--- config.mk ---
export PLATFORM = sky130hd
export DESIGN_NAME = ipv4_tx_arbiter
export DESIGN_NICKNAME = d
export VERILOG_FILES = /design/src/rtl/ipv4_tx_arbiter.sv
export SDC_FILE = /design/constraint.sdc
export NUM_CORES = 1
export LEC_CHECK = 0
export BUFFER_PORTS_ARGS = -buffer_cell sky130_fd_sc_hd__buf_4
export CAP_MARGIN = 0
export CELL_PAD_IN_SITES_DETAIL_PLACEMENT = 0
export CELL_PAD_IN_SITES_GLOBAL_PLACEMENT = 1
export CORE_MARGIN = 10
export CORE_UTILIZATION = 32
export CTS_CLUSTER_DIAMETER = 60
export CTS_CLUSTER_SIZE = 10
export DETAILED_ROUTE_END_ITERATION = 8
export GPL_ROUTABILITY_DRIVEN = 0
export PLACE_DENSITY = 0.88
export SLEW_MARGIN = 20
export SYNTH_ARGS = -nofsm -noshare
export SYNTH_HDL_FRONTEND = slang
export SYNTH_SLANG_ARGS = --single-unit
--- constraint.sdc ---
create_clock -name clk -period 5.4 [get_ports clk]
set_input_delay 0.27 -clock clk [delete_from_list [all_inputs] [get_ports clk]]
set_output_delay 0.27 -clock clk [all_outputs]
set_load 0.05 [all_outputs]
--- src/rtl/ipv4_tx_arbiter.sv ---
`default_nettype none
// ============================================================================
// Module   : ipv4_tx_arbiter
// Purpose  : Packet-level round-robin arbiter that shares the single IPv4
//            transmit bus among NUM_PORTS layer-4 engines. The granted
//            port's fields are forwarded through a one-cycle register stage.
//            A watchdog forces a drop when a granted port goes silent.
// Revision : 1.0 - initial release
// ----------------------------------------------------------------------------
// Ports
//   clk, reset          : clock, asynchronous active-high reset
//   req                 : per-port level request
//   grant               : registered one-hot grant
//   in_start/in_data_valid/in_commit/in_drop : per-port bus strobes
//   in_bytes_valid      : per-port byte count (3 bits each)
//   in_data             : per-port 32-bit data word
//   in_payload_len      : per-port 16-bit L4 payload length
//   in_dst_ip           : per-port 32-bit destination address
//   in_protocol         : per-port 8-bit IP protocol number
//   out_*               : granted port's fields delayed by one cycle
//   err_ungranted       : pulse, a non-granted port strobed start/data/commit
//   timeout_count       : saturating count of watchdog drops
// ============================================================================
module ipv4_tx_arbiter #(
  parameter int NUM_PORTS      = 3,
  parameter int TIMEOUT_CYCLES = 4096
) (
  input  logic                      clk,
  input  logic                      reset,
  input  logic [NUM_PORTS-1:0]      req,
  output logic [NUM_PORTS-1:0]      grant,
  input  logic [NUM_PORTS-1:0]      in_start,
  input  logic [NUM_PORTS-1:0]      in_data_valid,
  input  logic [NUM_PORTS-1:0]      in_commit,
  input  logic [NUM_PORTS-1:0]      in_drop,
  input  logic [3*NUM_PORTS-1:0]    in_bytes_valid,
  input  logic [32*NUM_PORTS-1:0]   in_data,
  input  logic [16*NUM_PORTS-1:0]   in_payload_len,
  input  logic [32*NUM_PORTS-1:0]   in_dst_ip,
  input  logic [8*NUM_PORTS-1:0]    in_protocol,
  output logic                      out_start,
  output logic                      out_data_valid,
  output logic                      out_commit,
  output logic                      out_drop,
  output logic [2:0]                out_bytes_valid,
  output logic [31:0]               out_data,
  output logic [15:0]               out_payload_len,
  output logic [31:0]               out_dst_ip,
  output logic [7:0]                out_protocol,
  output logic                      err_ungranted,
  output logic [31:0]               timeout_count
);

  localparam int c_ptr_w = $clog2(NUM_PORTS);
  localparam int c_wd_w  = $clog2(TIMEOUT_CYCLES + 1);
  // Watchdog fires in the cycle the counter would reach TIMEOUT_CYCLES.
  localparam logic [c_wd_w-1:0] c_wd_last = c_wd_w'(TIMEOUT_CYCLES - 1);

  typedef enum logic [1:0] {
    S_IDLE    = 2'd0,
    S_GRANTED = 2'd1,
    S_ACTIVE  = 2'd2
  } state_t;

  state_t                 r_state;
  logic [NUM_PORTS-1:0]   r_grant;
  logic [c_ptr_w-1:0]     r_rr_ptr;
  logic [c_wd_w-1:0]      r_wd;
  logic                   r_out_start;
  logic                   r_out_dv;
  logic                   r_out_commit;
  logic                   r_out_drop;
  logic [2:0]             r_out_bv;
  logic [31:0]            r_out_data;
  logic [15:0]            r_out_len;
  logic [31:0]            r_out_dst;
  logic [7:0]             r_out_proto;
  logic                   r_err;
  logic [31:0]            r_timeout_count;

  // Granted port's inputs
  logic        w_g_req;
  logic        w_g_start;
  logic        w_g_dv;
  logic        w_g_commit;
  logic        w_g_drop;
  logic [2:0]  w_g_bv;
  logic [31:0] w_g_data;
  logic [15:0] w_g_len;
  logic [31:0] w_g_dst;
  logic [7:0]  w_g_proto;

  always_comb begin
    w_g_req    = 1'b0;
    w_g_start  = 1'b0;
    w_g_dv     = 1'b0;
    w_g_commit = 1'b0;
    w_g_drop   = 1'b0;
    w_g_bv     = '0;
    w_g_data   = '0;
    w_g_len    = '0;
    w_g_dst    = '0;
    w_g_proto  = '0;
    for (int i = 0; i < NUM_PORTS; i++) begin
      if (r_grant[i]) begin
        w_g_req    = req[i];
        w_g_start  = in_start[i];
        w_g_dv     = in_data_valid[i];
        w_g_commit = in_commit[i];
        w_g_drop   = in_drop[i];
        w_g_bv     = in_bytes_valid[3*i +: 3];
        w_g_data   = in_data[32*i +: 32];
        w_g_len    = in_payload_len[16*i +: 16];
        w_g_dst    = in_dst_ip[32*i +: 32];
        w_g_proto  = in_protocol[8*i +: 8];
      end
    end
  end

  // Round-robin pick: first requester at or above the pointer, otherwise
  // the lowest-numbered requester (the wrap-around case).
  logic                 w_found_hi;
  logic [c_ptr_w-1:0]   w_idx_hi;
  logic [c_ptr_w-1:0]   w_idx_lo;
  logic [c_ptr_w-1:0]   w_win_idx;
  logic [c_ptr_w-1:0]   w_next_ptr;
  logic [NUM_PORTS-1:0] w_win_oh;

  always_comb begin
    w_found_hi = 1'b0;
    w_idx_hi   = '0;
    w_idx_lo   = '0;
    for (int i = NUM_PORTS - 1; i >= 0; i--) begin
      if (req[i]) begin
        w_idx_lo = c_ptr_w'(i);
        if (c_ptr_w'(i) >= r_rr_ptr) begin
          w_idx_hi   = c_ptr_w'(i);
          w_found_hi = 1'b1;
        end
      end
    end
    w_win_idx  = w_found_hi ? w_idx_hi : w_idx_lo;
    w_next_ptr = (w_win_idx == c_ptr_w'(NUM_PORTS - 1)) ? '0
                                                         : w_win_idx + c_ptr_w'(1);
    for (int i = 0; i < NUM_PORTS; i++) begin
      w_win_oh[i] = (c_ptr_w'(i) == w_win_idx);
    end
  end

  logic w_g_act;
  logic w_timeout;
  logic w_err;

  assign w_g_act   = w_g_start | w_g_dv | w_g_commit | w_g_drop;
  assign w_timeout = (r_state != S_IDLE) && (r_wd == c_wd_last);
  assign w_err     = |((in_start | in_data_valid | in_commit) & ~r_grant);

  always_ff @(posedge clk or posedge reset) begin
    if (reset) begin
      r_state         <= S_IDLE;
      r_grant         <= '0;
      r_rr_ptr        <= '0;
      r_wd            <= '0;
      r_out_start     <= 1'b0;
      r_out_dv        <= 1'b0;
      r_out_commit    <= 1'b0;
      r_out_drop      <= 1'b0;
      r_out_bv        <= '0;
      r_out_data      <= '0;
      r_out_len       <= '0;
      r_out_dst       <= '0;
      r_out_proto     <= '0;
      r_err           <= 1'b0;
      r_timeout_count <= '0;
    end else begin
      r_err        <= w_err;
      r_out_start  <= 1'b0;
      r_out_dv     <= 1'b0;
      r_out_commit <= 1'b0;
      r_out_drop   <= 1'b0;
      case (r_state)
        S_IDLE: begin
          r_wd <= '0;
          if (|req) begin
            r_grant  <= w_win_oh;
            r_rr_ptr <= w_next_ptr;
            r_state  <= S_GRANTED;
          end
        end
        S_GRANTED, S_ACTIVE: begin
          if (w_timeout) begin
            // Forced drop wins; any same-cycle granted strobe is discarded.
            r_out_drop <= 1'b1;
            r_grant    <= '0;
            r_state    <= S_IDLE;
            r_wd       <= '0;
            if (r_timeout_count != 32'hFFFF_FFFF) begin
              r_timeout_count <= r_timeout_count + 32'd1;
            end
          end else begin
            r_out_start  <= w_g_start;
            r_out_dv     <= w_g_dv;
            r_out_commit <= w_g_commit;
            r_out_drop   <= w_g_drop;
            r_out_bv     <= w_g_bv;
            r_out_data   <= w_g_data;
            // Header fields only track the port while a packet is in flight.
            if (r_state == S_ACTIVE || w_g_start) begin
              r_out_len   <= w_g_len;
              r_out_dst   <= w_g_dst;
              r_out_proto <= w_g_proto;
            end
            r_wd <= w_g_act ? '0 : r_wd + c_wd_w'(1);
            if (w_g_commit || w_g_drop) begin
              r_grant <= '0;
              r_state <= S_IDLE;
            end else if (w_g_start) begin
              r_state <= S_ACTIVE;
            end else if (r_state == S_GRANTED && !w_g_req) begin
              // Requester abandoned before starting a packet.
              r_grant <= '0;
              r_state <= S_IDLE;
            end
          end
        end
        default: begin
          r_grant <= '0;
          r_wd    <= '0;
          r_state <= S_IDLE;
        end
      endcase
    end
  end

  assign grant           = r_grant;
  assign out_start       = r_out_start;
  assign out_data_valid  = r_out_dv;
  assign out_commit      = r_out_commit;
  assign out_drop        = r_out_drop;
  assign out_bytes_valid = r_out_bv;
  assign out_data        = r_out_data;
  assign out_payload_len = r_out_len;
  assign out_dst_ip      = r_out_dst;
  assign out_protocol    = r_out_proto;
  assign err_ungranted   = r_err;
  assign timeout_count   = r_timeout_count;

endmodule
`default_nettype wire
==> flow_summary.toml <==
[outcome]
outcome = "complete, no violations"

[clock_tree]
cts_buffers = 17
cts_tree = "yes"
h-tree-depth = 4
hold_buffers = 0
cts_sinks = 148
post-cts-setup-buffers = 0
clock_latency_ps = 410
cts_resized = 0
cts-root-buf = "clkbuf_16"
clockBufferDepth = 2
path_clk_slew_ps = 60

[global_routing]
met2_usage_pct = 32.9
grt_usage_pct = 19.6
gr-usage-met1_pct = 23.6
grt_max_degree = 88
grt_pass1_wl_um = 47600
grt_pass1_vias = 8064
use_met3_pct = 6.64
antenna_found_initial = 1
grt_overflow = 0
grt.busiest_layer = "met2"

[timing]
finalCriticalPeriod_ps = 2930
finalSetupTns_ps = 0
slew_headroom_pct = 30.8
finClkSkew_ps = 11.0
timing.hold.ws_ps = 15.3
post-route-period-util_pct = 54.3
rsz0062_at_grt = "false"
setup_viol = 0
hold_viol_final = 0
tightestPinTransition_ps = 1030
fmax_ghz = 0.341
final_max_slew_viol_count = 0

[route]
routed_via_density = 5.17
wl_um = 31000
drt_iter0_drc = 487
wire_per_inst_um = 20.4
postRouteAntennaNets = 0
drc_errors = 0
route.vias.total = 7851
detail_route.first_pass.iterations = 5

[placement]
port_buffers = 420
place_hpwl_um = 24300

[synthesis]
netlist_instances = 811
synthDominantCellAreaShare_pct = 48.4
synth_edf_count = 0
ys_types = 48
synth.largest_area_cell = "dfrtp_1"
yosys_warnings = 0
yosys_most_used_dff = "dfrtp_1"
synth_area_um2 = 7650
syn-num-nets = 1107
synth-seq-cells = 148
postSynth.asyncResetShare_pct = 100
synth_area_per_cell_um2 = 9.43
synth_area_leaders = "dfrtp_1, o21ai_0, a221o_1"
synth_seq_area_share_pct = 48.4

[critical_path]
worstSetupPathType = "flip-flop to flip-flop"
path_delay_family = "simple AND/OR/NAND/NOR gates"
crit_fanout = 75
cp_data_required_time_ps = 5730
worst_setup_path_end_kind = "flip-flop"
critPathBufInv = 2
max_stage_delay_ps = 560
cp.arrival_ps = 3270
worstPathCellList = "inv_1 > ha_1 > nor2_1 > a41o_2 > buf_4 > or3_1 > or3b_4 > nor2_2"
slowest_stage = "or3_1"
crit_path_start_kind = "flip-flop"

[min_path]
hold_class = "primary input to async pin"

[floorplan]
start_util_pct = 32.6
die-area_um2 = 30500
dieWidth_um = 175
core_area_um2 = 23500
io_pins = 421
placementRows = 56
die_h_um = 175

[final_layout]
layout_commonest_cell = "buf_4"
layout_common_cells = "buf_4, o21ai_0, dfrtp_1"
fillers = 2231
multi_input_area_um2 = 3630
n_antenna_cell = 0
nNetsFinal = 1483
seqCellArea_um2 = 3710
layout-drive-gt1-share_pct = 39.9
area_growth_pct = 51.7

[power]
peakVddDrop_mv = 0.219
powerDensity_nw_per_um2 = 472
leakage_nw = 5.58

[run]
cap_violations = 0
==> state kept, by name, summed over array words and instances, names as in the netlist <==
| register | cells |
|---|---|
| out_drop | 1 |
| out_start | 1 |
| out_dst_ip | 32 |
| r_state | 2 |
| timeout_count | 32 |
| err_ungranted | 1 |
| out_commit | 1 |
| grant | 3 |
| out_payload_len | 16 |
| out_bytes_valid | 3 |
| out_data_valid | 1 |
| r_rr_ptr | 2 |
| r_wd | 13 |
| out_data | 32 |
| out_protocol | 8 |
==> worst paths after layout <==
path                                      from                  end  slack, ps  depth (start not counted)
setup / recovery                    r_state[1]             r_wd[11]       2470                          8
hold / removal                           reset       out_dst_ip[29]         20                          2
setup reg to reg                    r_state[1]             r_wd[11]       2470                          8
hold reg to reg            out_payload_len[11]  out_payload_len[11]        480                          2
max in group asynchronous                reset             grant[1]       4000                          3
min in group clk                        req[1]          r_rr_ptr[1]        150                          2
==> cell usage after synthesis, types with 2 or more instances <==
cell         n
ha_1         6
clkbuf_1    59
xnor2_1     24
xor2_1      18
nand3_1     13
and4b_1      2
or3_1        2
nor3b_1      2
a21oi_1      8
a221o_1     91
o2bb2ai_1    2
a41oi_1      2
o21bai_1     2
and3_1      11
nor2_2      10
a2bb2oi_1    4
inv_1       10
buf_2        3
nand2_1    114
nor2b_1      5
nor3_1      14
and4_1       5
buf_6        3
nand2b_1     2
nor2_1      16
buf_1        7
nand4_1     16
nand3b_1     5
o21ai_0    189
dfrtp_1    148
==> cell families (layout without fill, tap and decap cells) <==
| logic type | count (synthesis) | after routing | share of synthesized area [%] |
|---|---|---|---|
| and+or+nand+nor | 222 | 222 | 14.0 |
| DFF | 148 | 148 | 48.4 |
| AOI/OAI and AO/OA | 310 | 310 | 27.3 |
| buffers and inverters | 82 | 470 | 4.37 |
| adders and majority gates | 6 | 6 | 0.981 |
| muxes | 1 | 1 | 0.147 |
| xor gates and xnor gates | 42 | 42 | 4.81 |
==> power by group <==
part | switching [W] | leakage (nW) | internal [W]
Combinational | 0.00181 | 3.34 | 0.000928
Sequential | 0.000209 | 1.98 | 0.00137
Clock | 0.000467 | 0.272 | 0.000691
==> layer usage <==
metal | part of all wire (%) | wire length, µm | up-vias
li1 | - | - | 3753
met4 | 2.1 | 642 | 2
met5 | 0.065 | 20 | -
met2 | 49 | 15300 | 333
met3 | 8.5 | 2630 | 39
met1 | 40 | 12400 | 3724
==> metrics by stage <==
step	power (W)	cells	setup WS [ps]	instance area, µm²	utilization (%)
2_1_floorplan	0.00339	811	1150	7650	-
3_5_place_dp	0.00435	1486	2460	11000	46.9
6_report	0.00547	1518	2470	11600	49.4
5_1_grt	0.00582	1518	2210	11600	49.4
3_3_place_gp	0.00431	1486	2540	11000	46.9
4_1_cts	0.00553	1517	2460	11600	49.4
==> layout make-up <==
cell class	count	share of cell area, %
clock inverter	12	1.13
sequential	148	32.0
clock buffer	19	3.82
tap	319	3.44
inverter	10	0.367
multi-input combinational	581	31.3
timing repair buffer	429	28.0
(Power assumes the default switching activity.)
